===== src/rtl/multicycle_control_pkg.sv =====
// ============================================================================
// Module   : multicycle_control_pkg
// Brief    : Shared state, opcode-class and ALU-control definitions.
// Revision : 1.0
// ============================================================================
`default_nettype none

package multicycle_control_pkg;

  typedef enum logic [3:0] {
    S_IDLE, S_FETCH, S_DECODE, S_EXEC_R, S_WB_R, S_ADDR,
    S_MEM_RD, S_WB_LD, S_MEM_WR, S_BR_CBZ, S_BR_UNC
  } state_t;

  typedef enum logic [2:0] {
    CLS_RTYPE, CLS_LDUR, CLS_STUR, CLS_CBZ, CLS_B, CLS_ILLEGAL
  } opclass_t;

  localparam logic [10:0] C_OP_ADD  = 11'b10001011000;
  localparam logic [10:0] C_OP_SUB  = 11'b11001011000;
  localparam logic [10:0] C_OP_AND  = 11'b10001010000;
  localparam logic [10:0] C_OP_ORR  = 11'b10101010000;
  localparam logic [10:0] C_OP_LDUR = 11'b11111000010;
  localparam logic [10:0] C_OP_STUR = 11'b11111000000;
  // CBZ and B carry register/offset bits in their low opcode positions
  localparam logic [7:0]  C_OP_CBZ_HI = 8'b10110100;
  localparam logic [5:0]  C_OP_B_HI   = 6'b000101;

  localparam logic [3:0] C_ALU_AND   = 4'b0000;
  localparam logic [3:0] C_ALU_OR    = 4'b0001;
  localparam logic [3:0] C_ALU_ADD   = 4'b0010;
  localparam logic [3:0] C_ALU_SUB   = 4'b0110;
  localparam logic [3:0] C_ALU_PASSB = 4'b0111;

  localparam logic [1:0] C_SRCB_REG  = 2'b00;
  localparam logic [1:0] C_SRCB_IMM  = 2'b01;
  localparam logic [1:0] C_SRCB_FOUR = 2'b10;

  localparam logic [1:0] C_PC_ALU    = 2'b00;
  localparam logic [1:0] C_PC_BRANCH = 2'b01;

endpackage

`default_nettype wire


===== src/rtl/multicycle_control_opcode_class_decode.sv =====
// ============================================================================
// Module   : opcode_class_decode
// Brief    : Combinational opcode classifier with R-type ALU control.
// Revision : 1.0
// ============================================================================
`default_nettype none

module opcode_class_decode
  import multicycle_control_pkg::*;
(
  input  logic [10:0] i_opcode,
  output opclass_t    o_class,
  output logic [3:0]  o_alu_ctrl,
  output logic        o_reg2loc,
  output logic        o_illegal
);

  always_comb begin
    o_class    = CLS_ILLEGAL;
    o_alu_ctrl = C_ALU_ADD;
    if (i_opcode == C_OP_ADD) begin
      o_class    = CLS_RTYPE;
      o_alu_ctrl = C_ALU_ADD;
    end else if (i_opcode == C_OP_SUB) begin
      o_class    = CLS_RTYPE;
      o_alu_ctrl = C_ALU_SUB;
    end else if (i_opcode == C_OP_AND) begin
      o_class    = CLS_RTYPE;
      o_alu_ctrl = C_ALU_AND;
    end else if (i_opcode == C_OP_ORR) begin
      o_class    = CLS_RTYPE;
      o_alu_ctrl = C_ALU_OR;
    end else if (i_opcode == C_OP_LDUR) begin
      o_class    = CLS_LDUR;
    end else if (i_opcode == C_OP_STUR) begin
      o_class    = CLS_STUR;
    end else if (i_opcode[10:3] == C_OP_CBZ_HI) begin
      o_class    = CLS_CBZ;
      o_alu_ctrl = C_ALU_PASSB;
    end else if (i_opcode[10:5] == C_OP_B_HI) begin
      o_class    = CLS_B;
    end
  end

  // STUR and CBZ read their second operand from the Rt field
  assign o_reg2loc = (o_class == CLS_STUR) || (o_class == CLS_CBZ);
  assign o_illegal = (o_class == CLS_ILLEGAL);

endmodule

`default_nettype wire


===== src/rtl/multicycle_control.sv =====
// ============================================================================
// Module   : multicycle_control
// Brief    : Multicycle datapath control FSM for a small ARM-like subset.
// Revision : 1.0
// ============================================================================
`default_nettype none

module multicycle_control
  import multicycle_control_pkg::*;
(
  input  logic        CLK,
  input  logic        resetl,
  input  logic [10:0] Opcode,
  input  logic        Zero,
  input  logic        MemReady,
  output logic [3:0]  ALUCtrl,
  output logic        ALUSrcA,
  output logic [1:0]  ALUSrcB,
  output logic [1:0]  PCSrc,
  output logic        PCWrite,
  output logic        IRWrite,
  output logic        MemRead,
  output logic        MemWrite,
  output logic        MemToReg,
  output logic        RegWrite,
  output logic        Reg2Loc,
  output logic        InstrDone,
  output logic        IllegalOp
);

  state_t     r_state;
  opclass_t   w_class;
  logic [3:0] w_rtype_alu;
  logic       w_reg2loc;
  logic       w_illegal;

  opcode_class_decode u_decode (
    .i_opcode   (Opcode),
    .o_class    (w_class),
    .o_alu_ctrl (w_rtype_alu),
    .o_reg2loc  (w_reg2loc),
    .o_illegal  (w_illegal)
  );

  always_ff @(posedge CLK or negedge resetl) begin
    if (!resetl) begin
      r_state <= S_IDLE;
    end else begin
      case (r_state)
        S_IDLE:   r_state <= S_FETCH;
        S_FETCH:  if (MemReady) r_state <= S_DECODE;
        S_DECODE: begin
          case (w_class)
            CLS_RTYPE:           r_state <= S_EXEC_R;
            CLS_LDUR, CLS_STUR:  r_state <= S_ADDR;
            CLS_CBZ:             r_state <= S_BR_CBZ;
            CLS_B:               r_state <= S_BR_UNC;
            default:             r_state <= S_FETCH;
          endcase
        end
        S_EXEC_R: r_state <= S_WB_R;
        S_ADDR: begin
          if (w_class == CLS_LDUR)      r_state <= S_MEM_RD;
          else if (w_class == CLS_STUR) r_state <= S_MEM_WR;
          else                          r_state <= S_FETCH;
        end
        S_MEM_RD: if (MemReady) r_state <= S_WB_LD;
        S_MEM_WR: if (MemReady) r_state <= S_FETCH;
        S_WB_R, S_WB_LD, S_BR_CBZ, S_BR_UNC: r_state <= S_FETCH;
        default:  r_state <= S_IDLE;
      endcase
    end
  end

  // Outputs depend on the live MemReady/Zero, so they are decoded from state
  always_comb begin
    ALUCtrl   = C_ALU_AND;
    ALUSrcA   = 1'b0;
    ALUSrcB   = C_SRCB_REG;
    PCSrc     = C_PC_ALU;
    PCWrite   = 1'b0;
    IRWrite   = 1'b0;
    MemRead   = 1'b0;
    MemWrite  = 1'b0;
    MemToReg  = 1'b0;
    RegWrite  = 1'b0;
    InstrDone = 1'b0;
    IllegalOp = 1'b0;
    case (r_state)
      S_FETCH: begin
        MemRead = 1'b1;
        ALUSrcB = C_SRCB_FOUR;
        ALUCtrl = C_ALU_ADD;
        IRWrite = MemReady;
        PCWrite = MemReady;
      end
      S_DECODE: IllegalOp = w_illegal;
      S_EXEC_R, S_WB_R: begin
        ALUSrcA = 1'b1;
        ALUSrcB = C_SRCB_REG;
        ALUCtrl = w_rtype_alu;
        if (r_state == S_WB_R) begin
          RegWrite  = 1'b1;
          InstrDone = 1'b1;
        end
      end
      S_ADDR, S_MEM_RD, S_MEM_WR: begin
        ALUSrcA = 1'b1;
        ALUSrcB = C_SRCB_IMM;
        ALUCtrl = C_ALU_ADD;
        if (r_state == S_MEM_RD) MemRead = 1'b1;
        if (r_state == S_MEM_WR) begin
          MemWrite  = 1'b1;
          InstrDone = MemReady;
        end
      end
      S_WB_LD: begin
        RegWrite  = 1'b1;
        MemToReg  = 1'b1;
        InstrDone = 1'b1;
      end
      S_BR_CBZ: begin
        ALUSrcA   = 1'b1;
        ALUSrcB   = C_SRCB_REG;
        ALUCtrl   = C_ALU_PASSB;
        PCSrc     = C_PC_BRANCH;
        PCWrite   = Zero;
        InstrDone = 1'b1;
      end
      S_BR_UNC: begin
        PCSrc     = C_PC_BRANCH;
        PCWrite   = 1'b1;
        InstrDone = 1'b1;
      end
      default: ;
    endcase
  end

  assign Reg2Loc = w_reg2loc &&
                   ((r_state == S_DECODE) || (r_state == S_ADDR) ||
                    (r_state == S_MEM_WR) || (r_state == S_BR_CBZ));

endmodule

`default_nettype wire


===== config.mk =====
export PLATFORM = sky130hd
export DESIGN_NAME = multicycle_control
export DESIGN_NICKNAME = d
export VERILOG_FILES = /design/src/rtl/multicycle_control_pkg.sv /design/src/rtl/multicycle_control_opcode_class_decode.sv /design/src/rtl/multicycle_control.sv
export SDC_FILE = /design/constraint.sdc
export NUM_CORES = 1
export LEC_CHECK = 0
export ABC_AREA = 1
export CORE_MARGIN = 1.5
export CORE_UTILIZATION = 44
export CTS_CLUSTER_SIZE = 24
export DETAILED_ROUTE_END_ITERATION = 10
export PLACE_DENSITY_LB_ADDON = 0.1
export SLEW_MARGIN = 0
export SYNTH_ARGS = -nofsm -noshare
export SYNTH_HDL_FRONTEND = slang
export SYNTH_SLANG_ARGS = --single-unit

===== constraint.sdc =====
create_clock -name CLK -period 2.5 [get_ports CLK]
set_input_delay 0.5 -clock CLK [delete_from_list [all_inputs] [get_ports CLK]]
set_output_delay 0.5 -clock CLK [all_outputs]
set_load 0.01 [all_outputs]

==> metrics.md <==
| Metric | Value |
|---|---|
| IO Port Bufs | 30 |
| Vert. Die Dim | 43.6 um |
| Final Slew Violations | 0 |
| Via count | 975 |
| Initial antenna violation count | 0 |
| Num rows | 14 |
| Initial DRC count | 17 |
| Top-Level Pins | 33 |
| Cells after Synth | 142 |
| DRC | 0 |
| Count of final hold-check violations | 0 |
| Status | finished clean |
| Switching Fraction | approximately half |
| Synth top area cells | nand2_1, inv_1, nor2_1 |
| # hold bufs at CTS | 0 |
| Fillers | 136 |
| Sink Count | 4 |
| Final Util | 73.8% |
| RSZ-0062 raised after global routing | yes |
| Hold/Removal Path Class | primary input to async pin |
| Pin count of the biggest net entering global routing | 7 |
| Avg Cell Area, Syn | 5.10 um^2 |
| CP Class | primary input to output pin |
| Worst path max stage delay | 490 ps |
| Vias in the first global route | 924 |
| Routability cong. | 0.870 |
| Worst vdd ir | about 0.00045 V |
| Arrival @ worst endpoint | 1950 ps |
| CP Cell Sequence | clkdlybuf4s50_1 > inv_1 > nor2_1 > inv_1 > nor2_1 > nand2_2 > inv_2 > o211ai_1 > nand2_1 > dlygate4sd2_1 |
| First-pass GRT wire length | 3.39 mm |
| Design Power | 839 uW |
| Mean routed wirelength per cell | between 10 and 15 um |
| CTS max path bufs | 2 |
| Crit-path max FO | 3 |
| Starting Density | 47.5% |
| Layout cells sized above 1 | between 10% and 20% |
| CP Data Required Time | 2000 ps |
| Final HPWL DP | between 1.5 and 2 mm |
| Netlist Area Pre-Place | 724 um^2 |
| Crit start category | primary input |
| Synth unique cells | 19 |
| # diodes | 0 |
| Vias per cell | 4.92 |
| Post-synth top area share | 20.7% |
| Pleak | around 0.00065 uW |
| Max FFs per register | 4 |
| DIE AREA | 1900 um^2 |
| Root Buffer | clkbuf_4 |
| Detailed Route WL | between 2 and 2.5 mm |
| Clk_skew | 2.20 ps |
| FF/Latch Area | 100 um^2 |
| Seq/Total Area, Yosys | 13.8% |
| Period utilization | 97.9% |
| Setup violations, final | 0 |
| Sw power | 410 uW |
| Period minus WS final | 2450 ps |
| Critical path endpoint category | output pin |
| P_int | 429 uW |
| Later-pin clock latency in the skew report | 230 ps |
| Post-route ant nets | 0 |
| Max stage delay cell, worst path | clkdlybuf4s50_1 |
| Fmax | slightly above 400 MHz |
| Setup TNS | 0 ps |
| Comb pwr share | 77.0% |
| Width of the die | 43.6 um |
| Total global-route track usage | 23.0% |
| # Max-Cap Violations | 0 |
| Std-Cell Core Area | 1520 um^2 |
| Layout area overhead | 55.3% |
| H-tree levels | 1 |
| Biggest register | r_state |
| Hold_ws | 466 ps |
| Largest regs | r_state (4) |
| Nets | 199 |
| PwrDens | 746 nW/um^2 |
| Dominant cell type by area after synthesis | nand2_1 |
| Area of the multi-input gates | 517 um^2 |
| CTS tree | yes |
| TritonRoute pass-1 iters | 4 |
| Yosys warnings | 0 |
| Clock network fraction of total power | 9.3% |
| #FFs+latches synth | 4 |
| Num CTS Buffers | 3 |
| Sequential power share | approximately 14% |
| Worst-path clk slew | 40 ps |
| Grt total ovfl | 0 |
==> power groups by stage <==
stage	Sequential, uW	Clock, uW	Combinational, uW
CTS	110	83.0	622
global route	117	86.7	713
floorplan	107	0	373
global placement	109	0	623
detailed placement	111	0	638
finish	115	78.1	646
==> synth_stat cells <==
cell	instances
nand2_4	2
dfrtp_1	4
inv_2	3
nor3_1	2
buf_4	2
a21oi_1	3
o211ai_1	2
nand2_1	40
nor2_1	27
nor2_4	3
inv_1	30
nand3_1	10
conb_1	1
nor2_2	2
a211o_1	1
o21ai_2	1
o21ai_0	4
nand4_1	4
o221ai_1	1
==> final cells by class <==
type                    instances  area share (%)
repair buffers                 38            30.4
multi-input cells             104            45.9
flip-flops and latches          4            8.90
clock buffers                   3            2.00
inverters                      33            11.0
well taps                      16            1.78
==> critical path: cells and delay by family <==
family | cells | cell delay [ps]
simple gates | 4 | 390
buf+inv | 5 | 950
compound gates | 1 | 90
==> per-layer routing <==
layer,up-vias,share of wire (%),GRT usage [%],wire (um)
li1,511,-,-,-
met1,425,39,25.1,792
met2,35,54,42.6,1110
met3,4,5.0,5.00,101
met4,0,1.5,8.48,31
met5,-,0,0,0
==> through the flow <==
step / instances / instance area, um^2 / worst slack [ps]
final: 198 / 1120 / 52.7
after global routing: 198 / 1120 / -88.3
after CTS: 198 / 1110 / 37.8
after detailed placement: 195 / 1090 / -214
after global placement: 195 / 1090 / -197
after floorplan: 143 / 728 / 816
==> cells in the final DEF, fill, tap and decap left out <==
cell type and instances:
nand2_1 38, inv_1 27, clkdlybuf4s50_1 24, nor2_1 22
nand3_1 9, buf_4 8, nor2_2 6, inv_2 6
nor2_4 4, o21ai_0 4, nand4_1 4, dfrtp_1 4
a21oi_1 3, clkbuf_4 3, dlygate4sd2_1 3, clkbuf_2 3
nand2_2 2, nand2_4 2, o211ai_1 2, nor3_1 2
conb_1 2, nand3_2 1, a211o_1 1, o221ai_1 1
o21ai_2 1
==> final timing paths <==
path	from	endpoint	cells after the start	slack (ps)
hold reg to reg	r_state[1]	r_state[3]	3	740
max in group asynchronous	resetl	r_state[2]	1	1870
hold / removal	resetl	r_state[1]	1	470
setup / recovery	Opcode[10]	ALUCtrl[2]	10	50
setup reg to reg	r_state[3]	r_state[0]	6	1150
min in group CLK	r_state[1]	r_state[3]	3	740
==> cells by family after synthesis <==
group | count (synthesis) | share of synthesized area [%]
AND/OR/NAND/NOR | 90 | 56.0
buffers and inverters | 35 | 19.2
AO/OA/AOI/OAI | 12 | 10.5
flip-flops | 4 | 13.8
other | 1 | 0.518
==> repair_timing <==
action                     in CTS  in global routing
setup endpoints to repair       5                  6
buffers inserted                0                  0
pin swaps                       0                  1
hold endpoints to repair        0                  0
resized for setup               6                 18
Power figures use the tool's default switching activity.
